===== src/rtl/i2c_master_defines.sv =====
// Shared bit-controller command codes and word-controller state encodings.
package i2c_master_defines;

  localparam logic [3:0] I2C_CMD_NOP   = 4'b0000;
  localparam logic [3:0] I2C_CMD_START = 4'b0001;
  localparam logic [3:0] I2C_CMD_STOP  = 4'b0010;
  localparam logic [3:0] I2C_CMD_WRITE = 4'b0100;
  localparam logic [3:0] I2C_CMD_READ  = 4'b1000;

  localparam logic [2:0] ST_IDLE  = 3'd0;
  localparam logic [2:0] ST_START = 3'd1;
  localparam logic [2:0] ST_LOAD  = 3'd2;
  localparam logic [2:0] ST_WRITE = 3'd3;
  localparam logic [2:0] ST_READ  = 3'd4;
  localparam logic [2:0] ST_ACK   = 3'd5;
  localparam logic [2:0] ST_STOP  = 3'd6;

  typedef enum logic [2:0] {
    S_IDLE  = ST_IDLE,
    S_START = ST_START,
    S_LOAD  = ST_LOAD,
    S_WRITE = ST_WRITE,
    S_READ  = ST_READ,
    S_ACK   = ST_ACK,
    S_STOP  = ST_STOP
  } word_state_t;

endpackage


===== src/rtl/i2c_bit_counter.sv =====
// Down-counter tracking the remaining bits of a data phase.
module i2c_bit_counter #(
  parameter int DATA_W = 8,
  parameter int CNT_W  = $clog2(DATA_W)
) (
  input  logic Clk,
  input  logic Rst_n,
  input  logic Clr,
  input  logic Load,
  input  logic Dec,
  output logic Zero
);

  logic [CNT_W-1:0] cnt;

  // Clear wins over load; load presets to the last bit index.
  always_ff @(posedge Clk or negedge Rst_n) begin
    if (!Rst_n)    cnt <= '0;
    else if (Clr)  cnt <= '0;
    else if (Load) cnt <= CNT_W'(DATA_W - 1);
    else if (Dec)  cnt <= cnt - CNT_W'(1);
  end

  assign Zero = (cnt == '0);

endmodule


===== src/rtl/i2c_master_word_ctrl.sv =====
// I2C master word controller: expands host commands into bit-controller
// command sequences, handles both ACK directions and optional NACK auto-stop.
//
// state | meaning
// IDLE  | waiting for a host command
// START | START condition on the bus
// LOAD  | one cycle to load the external shift register
// WRITE | shifting DATA_W bits out
// READ  | shifting DATA_W bits in
// ACK   | ACK bit: sample slave ACK (write) or drive Tx_ack (read)
// STOP  | STOP condition on the bus
module i2c_master_word_ctrl
  import i2c_master_defines::*;
#(
  parameter int DATA_W         = 8,
  parameter int NACK_AUTO_STOP = 0
) (
  input  logic       Clk,
  input  logic       Rst_n,
  input  logic       Start,
  input  logic       Stop,
  input  logic       Read,
  input  logic       Write,
  input  logic       Tx_ack,
  input  logic       I2C_al,
  input  logic       SR_sout,
  input  logic       Bit_ack,
  input  logic       Bit_rxd,
  output logic       Rx_ack,
  output logic       I2C_done,
  output logic       Al_lost,
  output logic       Busy,
  output logic       SR_load,
  output logic       SR_shift,
  output logic [3:0] Bit_cmd,
  output logic       Bit_txd
);

  localparam int CNT_W = $clog2(DATA_W);

  word_state_t state, state_nxt;
  logic [3:0]  cmd_nxt;
  logic        rx_ack_nxt, done_nxt, al_nxt, load_nxt;
  logic        is_wr, is_wr_nxt;
  logic        cnt_clr, cnt_load, cnt_dec, cnt_zero;

  i2c_bit_counter #(.DATA_W(DATA_W), .CNT_W(CNT_W)) u_bit_cnt (
    .Clk  (Clk),
    .Rst_n(Rst_n),
    .Clr  (cnt_clr),
    .Load (cnt_load),
    .Dec  (cnt_dec),
    .Zero (cnt_zero)
  );

  // State and registered outputs.
  always_ff @(posedge Clk or negedge Rst_n) begin
    if (!Rst_n) begin
      state    <= S_IDLE;
      Bit_cmd  <= I2C_CMD_NOP;
      Rx_ack   <= 1'b0;
      I2C_done <= 1'b0;
      Al_lost  <= 1'b0;
      SR_load  <= 1'b0;
      is_wr    <= 1'b0;
    end else begin
      state    <= state_nxt;
      Bit_cmd  <= cmd_nxt;
      Rx_ack   <= rx_ack_nxt;
      I2C_done <= done_nxt;
      Al_lost  <= al_nxt;
      SR_load  <= load_nxt;
      is_wr    <= is_wr_nxt;
    end
  end

  // Next-state and next-output decode; arbitration loss overrides everything.
  always_comb begin
    state_nxt  = state;
    cmd_nxt    = Bit_cmd;
    rx_ack_nxt = Rx_ack;
    done_nxt   = 1'b0;
    al_nxt     = 1'b0;
    load_nxt   = 1'b0;
    is_wr_nxt  = is_wr;
    cnt_clr    = 1'b0;
    cnt_load   = 1'b0;
    cnt_dec    = 1'b0;
    if (I2C_al) begin
      state_nxt = S_IDLE;
      cmd_nxt   = I2C_CMD_NOP;
      done_nxt  = 1'b1;
      al_nxt    = 1'b1;
      cnt_clr   = 1'b1;
    end else begin
      case (state)
        S_IDLE: if (!I2C_done) begin
          if (Start) begin
            state_nxt = S_START;
            cmd_nxt   = I2C_CMD_START;
          end else if (Read) begin
            state_nxt = S_READ;
            cmd_nxt   = I2C_CMD_READ;
            cnt_load  = 1'b1;
            is_wr_nxt = 1'b0;
          end else if (Write) begin
            state_nxt = S_LOAD;
            load_nxt  = 1'b1;
          end else if (Stop) begin
            state_nxt = S_STOP;
            cmd_nxt   = I2C_CMD_STOP;
          end
        end
        S_START: if (Bit_ack) begin
          if (Read) begin
            state_nxt = S_READ;
            cmd_nxt   = I2C_CMD_READ;
            cnt_load  = 1'b1;
            is_wr_nxt = 1'b0;
          end else if (Write) begin
            state_nxt = S_LOAD;
            cmd_nxt   = I2C_CMD_NOP;
            load_nxt  = 1'b1;
          end else begin
            state_nxt = S_IDLE;
            cmd_nxt   = I2C_CMD_NOP;
            done_nxt  = 1'b1;
          end
        end
        S_LOAD: begin
          state_nxt = S_WRITE;
          cmd_nxt   = I2C_CMD_WRITE;
          cnt_load  = 1'b1;
          is_wr_nxt = 1'b1;
        end
        S_WRITE, S_READ: if (Bit_ack) begin
          if (cnt_zero) begin
            state_nxt = S_ACK;
            cmd_nxt   = (state == S_WRITE) ? I2C_CMD_READ : I2C_CMD_WRITE;
          end else begin
            cnt_dec = 1'b1;
          end
        end
        S_ACK: if (Bit_ack) begin
          if (is_wr) rx_ack_nxt = Bit_rxd;
          if (Stop || ((NACK_AUTO_STOP != 0) && is_wr && Bit_rxd)) begin
            state_nxt = S_STOP;
            cmd_nxt   = I2C_CMD_STOP;
          end else begin
            state_nxt = S_IDLE;
            cmd_nxt   = I2C_CMD_NOP;
            done_nxt  = 1'b1;
          end
        end
        S_STOP: if (Bit_ack) begin
          state_nxt = S_IDLE;
          cmd_nxt   = I2C_CMD_NOP;
          done_nxt  = 1'b1;
        end
        default: state_nxt = S_IDLE;
      endcase
    end
  end

  // Shift strobe and transmit-bit select follow the current phase.
  always_comb begin
    SR_shift = Bit_ack && !I2C_al && (state == S_WRITE || state == S_READ);
    Bit_txd  = 1'b0;
    if (state == S_WRITE)             Bit_txd = SR_sout;
    else if (state == S_ACK && !is_wr) Bit_txd = Tx_ack;
  end

  assign Busy = (state != S_IDLE);

endmodule


===== config.mk =====
export PLATFORM = sky130hd
export DESIGN_NAME = i2c_master_word_ctrl
export DESIGN_NICKNAME = d
export VERILOG_FILES = /design/src/rtl/i2c_master_defines.sv /design/src/rtl/i2c_bit_counter.sv /design/src/rtl/i2c_master_word_ctrl.sv
export SDC_FILE = /design/constraint.sdc
export NUM_CORES = 1
export LEC_CHECK = 0
export ABC_AREA = 0
export CAP_MARGIN = 15
export CORE_MARGIN = 8
export CORE_UTILIZATION = 40
export DETAILED_ROUTE_END_ITERATION = 10
export PLACE_DENSITY = 0.68
export SYNTH_ARGS = -nofsm -noshare
export SYNTH_HDL_FRONTEND = slang
export SYNTH_HIERARCHICAL = 1
export SYNTH_SLANG_ARGS = --single-unit

===== constraint.sdc =====
create_clock -name Clk -period 2 [get_ports Clk]
set_input_delay 0.4 -clock Clk [delete_from_list [all_inputs] [get_ports Clk]]
set_output_delay 0.4 -clock Clk [all_outputs]
set_load 0.02 [all_outputs]

* Word-level counts from Yosys, hierarchy flattened
Index checks and enable logic that the tools add are counted.
** Cells by class
- Reduce and logical (&&, ||, !) cells :: 17
- Bitwise operators :: 1
- Muxes and demuxes :: 66
- $add $sub $neg :: 1
- Equal/unequal tests :: 18
** Operators with widths (count)
- 2-to-1 mux 4 bit :: 13
- 2-to-1 mux 3 bit :: 16
- 2-to-1 mux 1 bit :: 29
- case mux 4 bit (6 select lines) :: 1
- inequality test 3 bit, second input constant :: 6
- case mux 3 bit (6 select lines) :: 1
- inequality test 5 bit, second input constant :: 2
- == test 3 bit, second input constant :: 3
- case mux 1 bit (3 select lines) :: 3
- AND reduction 9 bit :: 1
- nonzero test 3 bit :: 3
- AND reduction 7 bit :: 1
- nonzero test 7 bit :: 1
- == test 3 x 2 -> 1 bit, second input constant :: 2
- logical NOT 3 bit :: 2
- inequality test 2 bit, second input constant :: 3
- inequality test 6 bit, second input constant :: 1
- AND reduction 5 bit :: 1
- 2-to-1 mux 2 bit :: 2
- AND reduction 4 bit :: 1
- == test 3 x 1 -> 1 bit, second input constant :: 1
- logical AND 1 bit :: 3
- subtractor 3 x 1 -> 3 bit, second input constant :: 1
- logical NOT 1 bit :: 2
- other kinds (4) :: 4
** Storage, ports and cells
- Register bits after elaboration :: 15
- Input port bits :: 11
- Output and inout port bits :: 11
- Word-level logic and storage cells :: 111

* Depth between registers and ports, before layout
- Depth after elaboration :: 8
- Depth in mapped cells :: 7
- Mapped depth without buffers :: 7

* Cells and area by module
Netlist, hierarchy kept.
** By module, submodules not included
- i2c_master_word_ctrl :: instances 1, cells each 95, seq. area each 300.3 um^2, area an instance 897.1 um^2
- i2c_bit_counter :: instances 1, cells each 17, seq. area each 75.1 um^2, area an instance 168.9 um^2

* Worst setup path before layout
OpenSTA, ideal clock, no wires.
- Kind :: flip-flop to output port
- From :: register state[2]
- To :: output Bit_txd
- Arrival :: 1.421 ns
- Path buffers :: 2
- Data required time :: 1.600 ns
- Stages on the path, launching flop included :: 7
- Path slack :: 0.179 ns
- Cell sequence :: dfrtp_1 > clkbuf_4 > clkbuf_1 > nand2_1 > nor3b_1 > a21oi_1 > nor2_1
** Between the ends
- Word-level cells in the longest chain between the ends :: 4
- Elaborated cells on any way between the ends :: 5
- Classes of those cells :: 2 x eq/ne; 2 x mux; 1 x reduce/logical
** Ends and longest elaborated chain
- start: declaration :: line i2c_master_word_ctrl.sv:41 : word_state_t state, state_nxt;
- start signal: assignment :: line i2c_master_word_ctrl.sv:67 : state <= state_nxt;
- == test 3 bit :: line i2c_master_word_ctrl.sv:170 : else if (state == S_ACK && !is_wr) Bit_txd = Tx_ack;
- logical AND 1 bit :: line i2c_master_word_ctrl.sv:170
- 2-to-1 mux 1 bit :: line i2c_master_word_ctrl.sv:170
- 2-to-1 mux 1 bit * :: line i2c_master_word_ctrl.sv:169 : if (state == S_WRITE) Bit_txd = SR_sout;
- end: declaration :: line i2c_master_word_ctrl.sv:36 : output logic Bit_txd
Mark *: on every way between the ends. The rest lies on a longest branch, timed or not.

* Final worst setup path
- From :: register state[2]
- To :: register state[1]
** Between the ends
- Word-level cells in the longest chain between the ends :: 4
- Elaborated cells on any way between the ends :: 18
- Classes of those cells :: 13 x eq/ne; 2 x mux; 3 x reduce/logical
** Ends and longest elaborated chain
- == test 3 x 2 -> 1 bit or == test 3 bit (tied branches) :: line i2c_master_word_ctrl.sv:96 : case (state)
- OR reduction 2 bit :: line i2c_master_word_ctrl.sv:96
- inequality test 3 bit (no source line) or case mux 3 bit (6 select lines) (tied branches)
- AND reduction 7 bit (no source line) or 2-to-1 mux 3 bit (tied branches)
Parallel ways exist; a longest one is shown, timed or not.
A chain may end at the register's enable or synchronous reset.

==> key figures <==
Floorplanning
  – Die Y: 67.6 um
  – Boundary Pins: 22
  – Rows: 18
  – Starting Density: 42.6%
  – Width of the die: 67.6 um
  – Core area: 0.00250 mm2
  – Die Area: 0.00457 mm2

Run
  – Max-cap violations: 0

STA
  – Fin. max-slew vios: 0
  – Slew HR: 72.7%
  – Final setup TNS: 0 ns
  – Final worst slack: 0.0698 ns
  – Clock Skews: 0.00237 ns
  – Final setup viols: 0
  – Final period util: 96.5%
  – Final hold viol count: 0
  – Worst slew pin tran: 0.409 ns
  – Min cycle time layout: 1.93 ns
  – Hold slack: 0.389 ns
  – Max Freq: 518 MHz

GRT
  – Global-route congestion overflow total: 0
  – Number of global-route vias before repair: 1012
  – Pin count of the biggest net entering global routing: 15
  – GRT Overall Usage: 13.1%
  – GRT busiest layer: met2
  – GR Util met1: 14.4%
  – Global routing usage on met2: 23.1%
  – Met3 GRT Util: 4.30%
  – Antenna violations before repair: 0
  – First-pass GRT wire length: 4.63 mm

Routing
  – Vias/cell: 5.44
  – Iter 0 DRT Violations: 38
  – Pre-Repair DR Iteration Count: 4
  – Via count: 1006
  – Post-route ant nets: 0
  – Final WL: 2.88 mm
  – # DRC: 0
  – Avg WL per Cell: 15.6 um

Synthesis
  – Number of synthesized flops with an enable pin: 0
  – Avg Inst Size Synth: 9.52 um2
  – Cell area after synthesis: 0.00107 mm2
  – Post-synth cell types: 42
  – Syn_nets: 125
  – #FFs+latches synth: 15
  – Post-synth top area share: 35.2%
  – Prevailing post-synth register cell: dfrtp_1
  – Yosys warning total: 6
  – Cell accounting for the most synthesized area: dfrtp_1
  – Cell with the most instances after synthesis: dfrtp_1
  – Ys async rst share: 100%
  – Mapped Cells: 112
  – Synth cell count leaders: dfrtp_1 (15), inv_1 (10), nor2_1 (9), a21oi_1 (7), mux2_4 (7)
  – Area contributors post-synth: dfrtp_1 (35%), mux2_4 (9.9%), inv_1 (3.5%)
  – Sequential share of the synthesized area: 35.2%

Setup path
  – Kind of critical path: reg2reg
  – Worst EP arrival: 2.11 ns
  – Worst Path Max Fanout: 12
  – Setup crit end kind: flip-flop
  – Flop-to-flop setup slack: 0.07 ns
  – CP Data Required Time: 2.18 ns
  – CP startpoint kind: flip-flop
  – Worst r2r dst: state[1]
  – Worst r2r path cells: 7
  – R2R Path Start: state[2]

CTS
  – Worst-Skew Late Latency: 0.29 ns
  – Clock Tree Root: clkbuf_4
  – # clock sinks: 15
  – CTS Buf Count: 3
  – Bufs on Longest Clock Path: 2
  – Clk slew on worst S/H paths: 0.09 ns
  – H-tree Lvls: 1
  – CTS tree: yes
  – # hold bufs at CTS: 0

Pwr
  – Pwr Total: 0.00181 W
  – Leak: 0.655 nW
  – Pwr Density: 1200 mW/mm2
  – Max IR drop VDD: 0.000818 V

Placement
  – Hpwl dp: 2.21 mm
  – Port bufs: 21
  – Gpl congestion: 0.871
  – Place WS: -0.282 ns

Cells and area
  – Area delta synth->final: 41.4%
  – Fill cells: 194
  – Fin util: 60.3%
  – Diodes inserted: 0
  – Multi-input gate area: 643 um2
  – Sequential Area: 377 um2
  – Nets: 169
  – Share of cells above drive strength 1: 32.3%

Run status
  – Status: finished, final reports clean

Min path
  – Worst hold path class: in2async
## report_power, final
| group | internal (W) | leakage, nW | switching [W] |
|---|---|---|---|
| Combinational | 0.000594 | 0.444 | 0.000573 |
| Sequential | 0.000391 | 0.197 | 0.0000671 |
| Clock | 0.0000777 | 0.0150 | 0.000105 |
## cell families after synthesis
| group | after synthesis | share of synthesized area (%) |
|---|---|---|
| compound gates | 29 | 21.2 |
| buf+inv | 17 | 6.81 |
| fa+ha+maj | 2 | 2.35 |
| xor+xnor | 1 | 0.822 |
| simple gates | 38 | 20.7 |
| flops | 15 | 35.2 |
| mux | 10 | 12.9 |
## layout make-up
type | count | area share [%]
Tap cell | 30 | 2.49
Inverter | 10 | 2.49
Clock buffer | 4 | 1.74
Sequential cell | 15 | 25.0
Timing Repair Buffer | 46 | 25.6
Multi-Input combinational cell | 80 | 42.7
## critical path, stage by stage (launching register included)
cell     delay, ns
dfrtp_2       0.46
buf_6         0.16
nor3_4        0.24
nand2_2       0.11
buf_4         0.16
o41ai_2       0.21
buf_4         0.19
mux2_4        0.30
## stage by stage
step,std cells,cell area [um2]
floorplan,112,1070
global placement,179,1450
detailed placement,179,1450
CTS,183,1490
global route,185,1510
finish,185,1510
## layout by cell type (no fill, tap or decap), types with 3 or more instances in the layout
cell / netlist / layout
a21oi_1: 7 / 7
clkbuf_4: 1 / 3
a211oi_1: 3 / 3
nand2b_1: 5 / 5
nand3_1: 3 / 3
buf_4: 1 / 24
dfrtp_1: 15 / 14
o21ai_0: 4 / 4
a31oi_1: 3 / 3
nor2_1: 9 / 9
mux2_4: 7 / 7
nand2_1: 5 / 4
nor3_1: 3 / 3
clkdlybuf4s50_1: 0 / 18
inv_1: 10 / 10
## what timing repair did
action,CTS,global route
endpoints found under the setup margin,7,9
pin swaps,0,3
resized for setup,9,7
setup buffers,0,2
## routing by layer
| metal | part of all wire, % | up-vias |
|---|---|---|
| li1 | - | 485 |
| met4 | 1.3 | 0 |
| met5 | 0 | - |
| met3 | 6.6 | 6 |
| met2 | 51 | 30 |
| met1 | 41 | 485 |
## worst max path at each step
stage,start,end,depth (start not counted)
after CTS,state[1],Busy,4
after global routing,state[2],state[1],7
after detailed placement,I2C_al,SR_shift,4
final,state[2],state[1],7
after global placement,I2C_al,SR_shift,4
after floorplan,state[2],Bit_txd,6
## state kept, by name, indices dropped and copies added (netlist names)
name           count
I2C_done           1
Al_lost            1
Bit_cmd            4
Rx_ack             1
u_bit_cnt/cnt      3
state              3
is_wr              1
SR_load            1
Power figures use the tool's default switching activity.
